### config.mk
export PLATFORM = sky130hd
export DESIGN_NAME = stackq_buf
export DESIGN_NICKNAME = d
export VERILOG_FILES = /design/src/rtl/stackq_pkg.sv /design/src/rtl/stackq_ram.sv /design/src/rtl/stackq_buf.sv
export SDC_FILE = /design/constraint.sdc
export NUM_CORES = 1
export LEC_CHECK = 0
export BUFFER_PORTS_ARGS = -buffer_cell sky130_fd_sc_hd__buf_2
export CAP_MARGIN = 0
export CORE_MARGIN = 2
export CORE_UTILIZATION = 30
export DETAILED_ROUTE_END_ITERATION = 7
export GPL_TIMING_DRIVEN = 0
export RECOVER_POWER = 100
export SYNTH_ARGS = -nofsm -noshare
export SYNTH_HDL_FRONTEND = slang
export SYNTH_SLANG_ARGS = --single-unit
### constraint.sdc
create_clock -name clk_i -period 6.8 [get_ports clk_i]
set_input_delay 0 -clock clk_i [delete_from_list [all_inputs] [get_ports clk_i]]
set_output_delay 0 -clock clk_i [all_outputs]
set_load 0.01 [all_outputs]
### src/rtl/stackq_pkg.sv
// -----------------------------------------------------------------------------
// stackq_pkg: shared types and helpers for the stackq_buf FIFO/LIFO buffer.
//   mode_t      : buffer ordering mode (MODE_FIFO = 0, MODE_LIFO = 1)
//   usedw_next  : next fill level from the write/read accept strobes
// -----------------------------------------------------------------------------
package stackq_pkg;

    typedef enum logic {
        MODE_FIFO = 1'b0,
        MODE_LIFO = 1'b1
    } mode_t;

    // Wide enough for any practical AWIDTH; callers cast down to AWIDTH+1.
    localparam int USEDW_W = 16;

    // +1 on write only, -1 on read only, unchanged on both or neither.
    function automatic logic [USEDW_W-1:0] usedw_next(
        input logic [USEDW_W-1:0] cur,
        input logic               wr_acc,
        input logic               rd_acc
    );
        logic [USEDW_W-1:0] nxt;
        case ({wr_acc, rd_acc})
            2'b10:   nxt = cur + 16'd1;
            2'b01:   nxt = cur - 16'd1;
            default: nxt = cur;
        endcase
        return nxt;
    endfunction

endpackage

### src/rtl/stackq_ram.sv
// -----------------------------------------------------------------------------
// stackq_ram: simple dual-port memory, one write port and one registered read
// port. The array itself is not reset; only the read register is.
// Read and write on the same edge at the same address return the old word.
//   clk_i, arstn_i  : clock, async active-low reset (read register only)
//   we_i, waddr_i, wdata_i : write port
//   re_i, raddr_i   : read enable/address; q_o holds between reads
//   q_o             : registered read data
// -----------------------------------------------------------------------------
module stackq_ram #(
    parameter int DWIDTH = 8,
    parameter int AWIDTH = 3
) (
    input  logic              clk_i,
    input  logic              arstn_i,
    input  logic              we_i,
    input  logic [AWIDTH-1:0] waddr_i,
    input  logic [DWIDTH-1:0] wdata_i,
    input  logic              re_i,
    input  logic [AWIDTH-1:0] raddr_i,
    output logic [DWIDTH-1:0] q_o
);

    logic [DWIDTH-1:0] mem_q [0:(2**AWIDTH)-1];
    logic [DWIDTH-1:0] q_q;

    // Storage array write port (no reset on the array).
    always_ff @(posedge clk_i) begin
        if (we_i) begin
            mem_q[waddr_i] <= wdata_i;
        end
    end

    // Registered read port; samples the pre-write contents of the array.
    always_ff @(posedge clk_i or negedge arstn_i) begin
        if (!arstn_i) begin
            q_q <= {DWIDTH{1'b0}};
        end else if (re_i) begin
            q_q <= mem_q[raddr_i];
        end
    end

    assign q_o = q_q;

endmodule

### src/rtl/stackq_buf.sv
// -----------------------------------------------------------------------------
// stackq_buf: registered-output buffer, run-time selectable FIFO or LIFO order.
//   clk_i, arstn_i        : clock (rising), async active-low reset
//   mode_i                : requested mode (0 FIFO, 1 LIFO), loaded when empty
//                           and no write is requested
//   wrreq_i, rdreq_i      : write/read requests; data_i write data
//   q_o                   : registered read data
//   mode_o                : active mode
//   empty_o, full_o, almost_empty_o, almost_full_o, usedw_o : status
//   ovf_o, udf_o          : sticky overflow/underflow flags, present only when
//                           the STACKQ_ERR_EN macro is defined
// -----------------------------------------------------------------------------
module stackq_buf
    import stackq_pkg::*;
#(
    parameter int DWIDTH     = 8,
    parameter int AWIDTH     = 3,
    parameter int AFULL_LVL  = 2**AWIDTH-1,
    parameter int AEMPTY_LVL = 1
) (
    input  logic              clk_i,
    input  logic              arstn_i,
    input  logic              mode_i,
    input  logic              wrreq_i,
    input  logic              rdreq_i,
    input  logic [DWIDTH-1:0] data_i,
    output logic [DWIDTH-1:0] q_o,
    output logic              mode_o,
    output logic              empty_o,
    output logic              full_o,
    output logic              almost_empty_o,
    output logic              almost_full_o,
    output logic [AWIDTH:0]   usedw_o
`ifdef STACKQ_ERR_EN
   ,output logic              ovf_o,
    output logic              udf_o
`endif
);

    localparam logic [AWIDTH:0] DEPTH_W  = {1'b1, {AWIDTH{1'b0}}};
    localparam logic [AWIDTH:0] AFULL_W  = (AWIDTH+1)'(AFULL_LVL);
    localparam logic [AWIDTH:0] AEMPTY_W = (AWIDTH+1)'(AEMPTY_LVL);

    mode_t             mode_q, mode_d;
    logic [AWIDTH-1:0] wrpntr_q, wrpntr_d;   // stack pointer in LIFO mode
    logic [AWIDTH-1:0] rdpntr_q, rdpntr_d;
    logic [AWIDTH:0]   usedw_q, usedw_d;
    logic              empty_q, full_q, aempty_q, afull_q;
    logic              wr_acc_s, rd_acc_s;
    logic [AWIDTH-1:0] waddr_s, raddr_s;

    assign rd_acc_s = rdreq_i && !empty_q;
    assign wr_acc_s = wrreq_i && (!full_q || rd_acc_s);
    assign usedw_d  = (AWIDTH+1)'(usedw_next(USEDW_W'(usedw_q), wr_acc_s, rd_acc_s));

    // Next-state for mode and pointers, plus RAM addressing per mode.
    always_comb begin
        mode_d   = mode_q;
        wrpntr_d = wrpntr_q;
        rdpntr_d = rdpntr_q;
        waddr_s  = wrpntr_q;
        raddr_s  = rdpntr_q;
        if (empty_q && !wrreq_i) begin
            // Idle and empty: take the requested mode and restart addressing.
            mode_d   = mode_t'(mode_i);
            wrpntr_d = {AWIDTH{1'b0}};
            rdpntr_d = {AWIDTH{1'b0}};
        end else if (mode_q == MODE_LIFO) begin
            // sp wraps to 0 at DEPTH in AWIDTH bits, so sp-1 still addresses
            // the top entry when full.
            case ({wr_acc_s, rd_acc_s})
                2'b11: begin
                    waddr_s = wrpntr_q - {{(AWIDTH-1){1'b0}}, 1'b1};
                    raddr_s = wrpntr_q - {{(AWIDTH-1){1'b0}}, 1'b1};
                end
                2'b10: begin
                    wrpntr_d = wrpntr_q + {{(AWIDTH-1){1'b0}}, 1'b1};
                end
                2'b01: begin
                    raddr_s  = wrpntr_q - {{(AWIDTH-1){1'b0}}, 1'b1};
                    wrpntr_d = wrpntr_q - {{(AWIDTH-1){1'b0}}, 1'b1};
                end
                default: begin
                    wrpntr_d = wrpntr_q;
                end
            endcase
        end else begin
            if (wr_acc_s) begin
                wrpntr_d = wrpntr_q + {{(AWIDTH-1){1'b0}}, 1'b1};
            end else begin
                wrpntr_d = wrpntr_q;
            end
            if (rd_acc_s) begin
                rdpntr_d = rdpntr_q + {{(AWIDTH-1){1'b0}}, 1'b1};
            end else begin
                rdpntr_d = rdpntr_q;
            end
        end
    end

    // Mode, pointer, fill level and status flag registers.
    always_ff @(posedge clk_i or negedge arstn_i) begin
        if (!arstn_i) begin
            mode_q   <= MODE_FIFO;
            wrpntr_q <= {AWIDTH{1'b0}};
            rdpntr_q <= {AWIDTH{1'b0}};
            usedw_q  <= {(AWIDTH+1){1'b0}};
            empty_q  <= 1'b1;
            full_q   <= 1'b0;
            aempty_q <= 1'b1;
            afull_q  <= 1'b0;
        end else begin
            mode_q   <= mode_d;
            wrpntr_q <= wrpntr_d;
            rdpntr_q <= rdpntr_d;
            usedw_q  <= usedw_d;
            empty_q  <= (usedw_d == {(AWIDTH+1){1'b0}});
            full_q   <= (usedw_d == DEPTH_W);
            aempty_q <= (usedw_d <= AEMPTY_W);
            afull_q  <= (usedw_d >= AFULL_W);
        end
    end

`ifdef STACKQ_ERR_EN
    logic ovf_q, udf_q;

    // Sticky error flags; cleared only by reset.
    always_ff @(posedge clk_i or negedge arstn_i) begin
        if (!arstn_i) begin
            ovf_q <= 1'b0;
            udf_q <= 1'b0;
        end else begin
            if (wrreq_i && full_q && !rd_acc_s) begin
                ovf_q <= 1'b1;
            end
            if (rdreq_i && empty_q) begin
                udf_q <= 1'b1;
            end
        end
    end

    assign ovf_o = ovf_q;
    assign udf_o = udf_q;
`endif

    stackq_ram #(
        .DWIDTH (DWIDTH),
        .AWIDTH (AWIDTH)
    ) u_ram (
        .clk_i   (clk_i),
        .arstn_i (arstn_i),
        .we_i    (wr_acc_s),
        .waddr_i (waddr_s),
        .wdata_i (data_i),
        .re_i    (rd_acc_s),
        .raddr_i (raddr_s),
        .q_o     (q_o)
    );

    assign mode_o         = mode_q;
    assign usedw_o        = usedw_q;
    assign empty_o        = empty_q;
    assign full_o         = full_q;
    assign almost_empty_o = aempty_q;
    assign almost_full_o  = afull_q;

endmodule
* After elaboration in Yosys (flattened, before gate mapping) *
Memory sizes are Yosys's and may differ from the RTL's. A register that Yosys moved wholly into a read port is not among the register bits.
Cells that the tools add are included.

cells by class
  add/subtract/negate cells = 5
  order comparisons = 2
  equal/unequal tests = 6
  muxes and demuxes = 16
  reductions and logical operators = 14

operator list
  kind                   count
  $mux W3                12
  $pmux W4 S2            1
  $add A3 B1 Y3 const B  2
  $pmux W3 S2            1
  $add A4 B1 Y4 const B  1
  $eq A2 B2 Y1 const B   2
  $eq A4 B4 Y1 const B   1
  $ge A4 B3 Y1 const B   1
  $le A4 B1 Y1 const B   1
  $logic_not A1 Y1       4
  $logic_not A4 Y1       1
  $ne A4 B1 Y1 const B   1
  $reduce_and A2 Y1      2
  $sub A4 B1 Y4 const B  1
  $logic_and A1 B1 Y1    3
  $reduce_bool A3 Y1     1
  $sub A3 B1 Y3 const B  1
  $eq A2 B1 Y1 const B   1
  $mux W1                2
  $ne A2 B1 Y1 const B   1
  $reduce_bool A2 Y1     1
  $reduce_or A2 Y1       1
  $logic_or A1 B1 Y1     1

storage, ports and cells
  register bits after elaboration = 15
  RAM bits = 64
  input port bits = 13
  output and inout port bits = 17
  word-level logic and storage cells = 52
  memories kept = 1

memory list
  memory       depth  bits a word  read ports  clocked after memory_dff  wr ports  line              source
  u_ram.mem_q  8      8            1           1                         1         stackq_ram.sv:24  logic [DWIDTH-1:0] mem_q [0:(2**AWIDTH)-1];

* Longest topological paths before layout *
Gate-level depths: netlist (run 1).

  depth in word-level cells = 9
  mapped depth = 12
  mapped depth without buffers = 11

* Hierarchy *
A second synthesis (run 1) with hierarchy kept.

unflattened totals
  cell total of the unflattened synthesis = 282
  area, all modules = 3,943.8 µm²

by module, submodules not included
  module      instances  cells an instance  area each (µm²)  seq. area each (µm²)
  stackq_ram  1          169                2,861.5          2,122.0
  stackq_buf  1          113                1,082.3          377.9

* Worst setup path before layout (run 1) *
OpenSTA, ideal clock, no wires.

  path type = register -> register
  start = register empty_q, in the netlist empty_o
  end = register full_q, in the netlist full_o
  setup time = 0.105 ns
  data arrival time = 2.394 ns
  required time = 6.695 ns
  slack = 4.301 ns
  stages on the path, launching flop included = 13
  path buffers = 1
  period minus slack after synthesis = 2.499 ns
  cell sequence = dfstp_2 nand2b_1 a21boi_1 inv_1 ha_1 clkbuf_2 xor2_1 ha_1 a21oi_1 xor2_1 nor2_1 xor2_1 nor4b_1

between the ends
  cells in the longest elaborated chain, start to end = 7
  elaborated cells between the ends (all ways) = 8
  classes of those cells = eq/ne: 3; mux: 1; reduce/logical: 4

ends and longest elaborated chain
  item                                          line               source
  start: declaration                            stackq_buf.sv:48   logic empty_q, full_q, aempty_q, afull_q;
  start signal: assignment                      stackq_buf.sv:117  empty_q <= (usedw_d == {(AWIDTH+1){1'b0}});
  $logic_not A1 Y1 (*)                          stackq_buf.sv:52   assign rd_acc_s = rdreq_i && !empty_q;
  $logic_and A1 B1 Y1 (*)                       stackq_buf.sv:52
  $logic_or A1 B1 Y1                            stackq_buf.sv:53   assign wr_acc_s = wrreq_i && (!full_q || rd_acc_s);
  $logic_and A1 B1 Y1                           stackq_buf.sv:53
  $eq A2 B1 Y1 or $eq A2 B2 Y1 (tied branches)  stackq_pkg.sv:23   case ({wr_acc, rd_acc})
  $pmux W4 S2 (*)                               stackq_pkg.sv:23
  via usedw_d[2]                                stackq_buf.sv:47   logic [AWIDTH:0] usedw_q, usedw_d;
  $eq A4 B4 Y1 (*)                              stackq_buf.sv:118  full_q <= (usedw_d == DEPTH_W);
  end signal: assignment                        stackq_buf.sv:118
  end: declaration                              stackq_buf.sv:48

Mark *: on every way through the listed nets, which the timed path passes. The rest lies on a longest branch.
A chain may end at the register's enable or synchronous reset.

* Worst setup path in the final report (run 1) *
  start = register wrpntr_q[0]
  end = register u_ram.q_q[5], in the netlist u_ram.q_o[5], read port of u_ram.mem_q

between the ends
  cells in the longest elaborated chain, start to end = 4

ends and longest elaborated chain
  item                      line                                source
  start: declaration        stackq_buf.sv:45                    logic [AWIDTH-1:0] wrpntr_q, wrpntr_d;
  start signal: assignment  stackq_buf.sv:105                   wrpntr_q <= {AWIDTH{1'b0}};
  start signal: assignment  stackq_buf.sv:114                   wrpntr_q <= wrpntr_d;
  $sub A3 B1 Y3             stackq_buf.sv:74, stackq_buf.sv:80
  $mux W3                   n/a
  $mux W3                   stackq_buf.sv:68                    end else if (mode_q == MODE_LIFO) begin
  $mux W3                   stackq_buf.sv:63                    if (empty_q && !wrreq_i) begin
  end: declaration          stackq_ram.sv:25                    logic [DWIDTH-1:0] q_q;

No other way between the ends.

==> run_results.csv, run 1 <==
group,metric,value,unit
timing,slew-limit-headroom,0.06761,
global_route,grt_max_degree,24,
clocking,cts_made_buffers,9,
worst_hold_path,whs_path_depth,3,
global_route,grt_pass1_wl,16240,um
clocking,cts.sinks,87,
worst_setup_path,r2r_slack,2.95,ns
placed_design,hpwlAfterDp,7177,um
drt,vias_per_cell,5.329,
power_and_ir_drop,pwr-share-seq,0.343,
finish,antennaDiodeCount,0,
timing,tns,0,ns
worst_hold_path,hp-start,"wrreq_i",
finish,final_common_cell,"edfxtp_1",
placed_design,port_buffers,29,
clocking,cts_tree,"yes",
drt,antenna_left,0,
floorplanning,die_w,123.8,um
worst_setup_path,crit_fanout,10,
floorplanning,dieArea,15330,um^2
synthesis,ys.flop_type,"edfxtp_1",
worst_setup_path,cp.arrival,4.07,ns
floorplanning,io-pin-count,30,
timing,fmaxAchievable,0.2598,GHz
global_route,grt_pass1_vias,3022,
global_route,grt.total_usage,0.1457,
clocking,root_buffer,"clkbuf_16",
synthesis,syn_nets,348,
drt,dr_total_vias,2995,
synthesis,synthCells,327,
clocking,cts_resized,0,
power_and_ir_drop,p_leak,1.741,nW
timing,finalClockSkew,0.009705,ns
worst_hold_path,hold_class,"primary input to flop",
timing,finalCritPeriodShare,0.5661,
worst_setup_path,cp_common_cell,"clkbuf_1",
worst_setup_path,crit_chain,"clkbuf_1 > inv_1 > clkbuf_1 > ha_1 > clkbuf_1 > inv_1 > mux2i_1 > clkbuf_1 > mux4_2 > o211ai_1 > nand2_1",
timing,final-setup-viol-count,0,
run,maxCapViolCount,0,
clocking,insertion_delay,0.34,ns
synthesis,seq_area_frac_synth,0.5806,
worst_setup_path,crit_buf_inv,6,
floorplanning,coreArea,13930,um^2
synthesis,netlist_area,4305,um^2
power_and_ir_drop,switching_share,0.3963,
timing,period_needed,3.849,ns
finish,fin_cells,562,
power_and_ir_drop,intPower,1.398,mW
synthesis,synthArstFlopShare,0.2644,
drt,wire_per_inst,18.71,um
synthesis,ys_types,48,
worst_setup_path,critPathMaxStageDelay,0.56,ns
synthesis,ys_warn_count,0,
global_route,gr-total-overflow,0,
drt,drtPass1Iterations,5,
placed_design,gp_congestion,0.8370,
floorplanning,floorplan.initialDensity,0.3090,
synthesis,synth.avg_cell_area,13.17,um^2
worst_setup_path,r2r-start,"wrpntr_q[0]$_DFFE_PN0P_",
power_and_ir_drop,p_comb_frac,0.443,
drt,drcViolationCount,0,
drt,routed_wl,10520,um
timing,timing.final.max_slew_violations,0,
worst_setup_path,cp-end-kind,"flop",
worst_setup_path,worstPathRequired,7.02,ns
timing,finalHoldViolCount,0,
finish,layout.nets,398,
worst_setup_path,crit_family,"buffers and inverters",
outcome,status,"complete, no violations",
power_and_ir_drop,switchingPower,918.0,uW
floorplanning,die_h,123.8,um
clocking,clockBufferDepth,2,
worst_hold_path,hold_path_end,"rdpntr_q[2]$_DFFE_PN0P_",
timing,rsz0062_at_grt,"false",
synthesis,ys_ff_latch,87,
placed_design,dp_cells,536,
power_and_ir_drop,p_clk_frac,0.213,
global_route,antenna_found_initial,0,
power_and_ir_drop,power.density,461.6,nW/um^2
worst_setup_path,crit_path_start_kind,"flop",
clocking,cts.reportedPaths.clkPinSlew,0.06,ns
timing,max_slew.worst_pin.slew,1.399,ns
worst_setup_path,rr_endpoint,"u_ram.q_o[5]$_DFFE_PN0P_",
floorplanning,rows,43,
power_and_ir_drop,peakVddDrop,0.2086,mV
finish,drive_gt1_frac,0.1361,
finish,area_growth,16.56,%
finish,final_cell_mix,"64 x edfxtp_1, 39 x clkbuf_1, 25 x nor2_1",
clocking,h-tree-depth,3,
synthesis,synth-edff-count,64,
worst_setup_path,reg2regPathDepth,11,
drt,drt_iter0_drc,247,
worst_setup_path,path_class,"flop to flop",
worst_setup_path,cp_slowest_cell,"clkbuf_1",
==> worst max-delay path by stage <==
stage,start,endpoint,depth (start not counted)
floorplan,empty_o$_DFF_PN1_,full_o$_DFF_PN0_,12
global placement,wrpntr_q[0]$_DFFE_PN0P_,u_ram.mem_q[5][3]$_DFFE_PP_,8
detailed placement,wrpntr_q[0]$_DFFE_PN0P_,u_ram.mem_q[5][7]$_DFFE_PP_,8
CTS,wrpntr_q[0]$_DFFE_PN0P_,u_ram.mem_q[5][2]$_DFFE_PP_,8
global route,wrpntr_q[0]$_DFFE_PN0P_,u_ram.q_o[3]$_DFFE_PN0P_,11
finish,wrpntr_q[0]$_DFFE_PN0P_,u_ram.q_o[5]$_DFFE_PN0P_,11
==> cells by family (layout without fill, tap and decap cells) <==
family,count (synthesis),in the layout,synth area share
adders and majority gates,8,8,0.02325
xor gates and xnor gates,10,10,0.02034
AOI/OAI and AO/OA,71,71,0.1107
buffers and inverters,29,84,0.03225
and+or+nand+nor,81,81,0.09445
muxes,41,41,0.1383
DFF,87,87,0.5806
==> per-stage QoR <==
step                area, um^2  setup slack, ns  hold WS [ns]    util  power [mW]
floorplan                 4305            4.301       -0.2956       -       1.547
global placement          4676            3.568       0.04283  0.3355       1.831
detailed placement        4676            3.514       0.03940  0.3355       1.861
CTS                       5074            3.497      0.003187  0.3641       2.360
global route              5019            2.692       0.02392  0.3602       2.465
finish                    5019            2.951       0.01196  0.3602       2.316
==> flip-flops by register name, indices dropped and copies added (netlist names), 3 cells and up <==
register,flops
usedw_o,4
rdpntr_q,3
u_ram.mem_q,64
u_ram.q_o,8
wrpntr_q,3
==> power groups by stage <==
| stage | Clock [mW] | Sequential [mW] | Combinational (mW) |
|---|---|---|---|
| finish | 0.494 | 0.795 | 1.03 |
| global route | 0.527 | 0.813 | 1.13 |
| CTS | 0.503 | 0.797 | 1.06 |
| detailed placement | 0 | 0.807 | 1.05 |
| global placement | 0 | 0.801 | 1.03 |
| floorplan | 0 | 0.808 | 0.739 |
==> metal layers <==
layer | GRT usage | part of all wire
met1 | 0.1862 | 0.44
met2 | 0.2383 | 0.48
met3 | 0.03709 | 0.057
met4 | 0.05469 | 0.018
met5 | 0 | 0
==> what timing repair did <==
action,CTS,global route
hold buffers,10,0
endpoints found under the hold margin,86,0
buffers inserted,0,0
==> cell type report <==
cell class                 count  area, um^2
buffer                        23       105.1
clock buffer                  10       229.0
clock inverter                 6       68.82
fill                        1356        8916
inverter                       6       22.52
multi-input combinational    211        1654
sequential                    87        2500
tap                          180       225.2
timing repair buffer          39       214.0
==> tightest hold or removal path, delay by kind of cell <==
family        cells  cell delay (ns)
buf+inv           1             0.09
simple gates      2             0.21
==> cells in the mapped netlist (6+ instances only) <==
master,number,share of area
mux2_2,8,0.021
o21ai_0,13,0.015
mux4_2,13,0.068
nor3_1,13,0.015
dfrtp_1,21,0.12
clkbuf_1,9,0.0078
nor2_1,25,0.022
edfxtp_1,64,0.45
mux2i_1,19,0.044
a32oi_1,7,0.014
ha_1,8,0.023
a2111oi_0,10,0.020
a21oi_1,8,0.0093
nand3_1,6,0.0070
nand2_1,10,0.0087
buf_2,9,0.010
a31oi_1,17,0.025
inv_1,6,0.0052
No activity file was read; power rests on OpenSTA's default activity.
==> run 2, diff against run 1 <==
- ABC_AREA: default -> 1
- clock period: 6.8 -> 3.9 ns (I/O delays scaled with it)
==> run_results.csv, run 2 <==
group,metric,value,unit
outcome,status,"complete, no violations",
timing,finalHoldViolCount,0,
worst_hold_path,hold_class,"primary input to flop",
clocking,cts_tree,"yes",
placed_design,postPlaceCellArea,4384,um^2
finish,fin_util,0.3606,
placed_design,pre_cts_ws,0.2203,ns
synthesis,synth_xor_xnor_area_share,0.01526,
floorplanning,rows,42,
clocking,postCtsSetupBuffers,0,
synthesis,yosysTopAreaCell,"edfxtp_1",
synthesis,synthMuxAreaShare,0,
drt,vias_per_cell,4.631,
floorplanning,dieArea,14340,um^2
worst_setup_path,crit_path_start_kind,"flop",
placed_design,gp_congestion,0.8551,
timing,max_slew.worst_pin.slew,1.406,ns
synthesis,ys.flop_type,"edfxtp_1",
finish,antennaDiodeCount,0,
worst_setup_path,cp.arrival,3.64,ns
floorplanning,die_h,119.7,um
synthesis,synthCells,398,
placed_design,port_buffers,29,
synthesis,seq_area_frac_synth,0.6220,
timing,hold_ws,0.1677,ns
power_and_ir_drop,power.density,775.7,nW/um^2
worst_setup_path,cp-end-kind,"flop",
floorplanning,io-pin-count,30,
finish,area_growth,17.87,%
synthesis,ys_top_cells_by_count,"100 x nand2_1, 69 x nand3_1, 64 x edfxtp_1",
synthesis,yosysMostFrequentCell,"nand2_1",
synthesis,synthSimpleGateAreaFrac,0.2472,
drt,drtPass1Iterations,4,
synthesis,ys_top_cells_by_area,"edfxtp_1 48%, dfrtp_1 13%, nand2_1 9.3%",
timing,finalClockSkew,0.007782,ns
power_and_ir_drop,p_leak,2.005,nW
clocking,cts.reportedPaths.clkPinSlew,0.06,ns
run,maxCapViolCount,0,
finish,final_cell_mix,"100 x nand2_1, 69 x nand3_1, 64 x edfxtp_1",
floorplanning,coreArea,13140,um^2
clocking,h-tree-depth,3,
finish,regMostFlops,"u_ram.mem_q",
synthesis,ys_ff_latch,87,
synthesis,netlist_area,4019,um^2
worst_setup_path,crit_fanout,11,
drt,dr_total_vias,2922,
global_route,grt_pass1_wl,15200,um
worst_setup_path,r2r-start,"empty_o$_DFF_PN1_",
synthesis,yosys.area_share.adder,0.02491,
finish,design_area,4737,um^2
synthesis,synth.avg_cell_area,10.10,um^2
synthesis,ys_types,30,
synthesis,yosys.area.top_type_share,0.4782,
synthesis,synth-compound-area-share,0.02366,
timing,final-setup-viol-count,0,
finish,largest_reg_flops,64,
drt,drt_iter0_drc,269,
synthesis,synthArstFlopShare,0.2644,
floorplanning,floorplan.initialDensity,0.3059,
finish,drive_gt1_frac,0.08132,
timing,period_needed,3.677,ns
synthesis,ys_warn_count,0,
power_and_ir_drop,peakVddDrop,0.2851,mV
drt,drcViolationCount,0,
worst_setup_path,worstPathRequired,3.86,ns
timing,slew-limit-headroom,0.06249,
finish,layout.nets,471,
clocking,cts_made_buffers,9,
drt,wire_per_inst,15.35,um
timing,fmaxAchievable,0.2720,GHz
global_route,antenna_found_initial,0,
drt,antenna_left,0,
placed_design,hpwlAfterDp,6166,um
timing,timing.final.max_slew_violations,0,
clocking,clockBufferDepth,2,
global_route,grt_pass1_vias,2762,
timing,rsz0062_at_grt,"true",
clocking,root_buffer,"clkbuf_16",
worst_setup_path,cp-startpoint,"empty_o$_DFF_PN1_",
floorplanning,die_w,119.7,um
global_route,gr-total-overflow,0,
worst_setup_path,path_class,"flop to flop",
drt,routed_wl,9687,um
synthesis,synth_top_family_by_area,"simple AND/OR/NAND/NOR gates",
finish,final_common_cell,"nand2_1",
timing,finalCritPeriodShare,0.9429,
clocking,cts.sinks,87,
global_route,grt_max_degree,24,
synthesis,syn_nets,419,
finish,nFillCells,1369,
clocking,insertion_delay,0.34,ns
timing,timing.final.ws_setup,0.2229,ns
synthesis,synth-edff-count,64,
global_route,grt.total_usage,0.1427,
worst_hold_path,hp-start,"rdreq_i",
## run 2: cell types whose count changed after synthesis, sizes merged, moves of 9 or more
cell	delta
a2111oi	-10
a31oi	-17
and2	-10
clkbuf	-9
inv	+48
mux2i	-20
mux4	-13
nand2	+92
nand3	+64
nand3b	+14
nor3	-12
## run 2: timing repair
action                                  4_1_cts  5_1_grt
gates resized for setup                       0        1
endpoints found under the setup margin        0       17
hold buffers                                 12        0
hold endpoints to repair                     87        0
## run 2: critical path, stage by stage, from the launching register on
cell	delay, ns
dfstp_2	0.53
inv_1	0.10
nand2_1	0.12
buf_2	0.31
clkinv_1	0.47
ha_1	0.38
nand2_1	0.15
nand2_1	0.09
o21ai_0	0.20
nand2_1	0.13
nor2_1	0.82
## run 2: logic make-up after synthesis
logic type | count (synthesis)
adder cells (fa/ha/maj) | 8
flip-flops | 87
buffers and inverters | 68
AND/OR/NAND/NOR | 214
AO/OA/AOI/OAI | 14
XOR/XNOR | 7
## run 2: stage by stage
step	total power, mW	setup TNS, ns	std cells
3_5_place_dp	2.915	0	603
3_3_place_gp	2.874	0	603
4_1_cts	3.724	0	631
2_1_floorplan	2.411	0	398
5_1_grt	3.947	-0.8487	631
6_report	3.675	0	631
## run 2: report_power, final
part | switching, mW | total [mW] | internal [mW] | leakage (nW)
clock | 0.367 | 0.802 | 0.435 | 0.127
combinational | 1.04 | 1.51 | 0.470 | 1.02
sequential | 0.121 | 1.36 | 1.24 | 0.861
## run 2: worst paths after layout
path                                               endpoint  slack, ns  cells after the start
min in group asynchronous          u_ram.q_o[2]$_DFFE_PN0P_       0.51                      2
worst min-delay path                rdpntr_q[1]$_DFFE_PN0P_       0.17                      5
worst min register to register     u_ram.q_o[7]$_DFFE_PN0P_       0.48                      2
worst max register to register  u_ram.mem_q[2][6]$_DFFE_PP_       0.22                     10
max in group asynchronous          u_ram.q_o[5]$_DFFE_PN0P_       2.56                      2
worst max-delay path            u_ram.mem_q[2][6]$_DFFE_PP_       0.22                     10
## run 2: cell type report
| class | count | area, um^2 | share of cell area |
|---|---|---|---|
| plain buffers | 12 | 57.56 | 0.01215 |
| clock buffers | 10 | 229.0 | 0.04834 |
| clock inverters | 6 | 45.04 | 0.009509 |
| inverters | 56 | 210.2 | 0.04437 |
| multi-input cells | 243 | 1241 | 0.2620 |
| flip-flops and latches | 87 | 2500 | 0.5277 |
| well taps | 176 | 220.2 | 0.04649 |
| repair buffers | 41 | 234.0 | 0.04939 |
## run 2: routing by layer
layer	vias up	wire length (um)	GRT usage
li1	1426	-	-
met1	1389	4552	0.1942
met2	92	4300	0.2157
met3	15	584	0.03992
met4	0	249	0.05662
met5	-	0	0
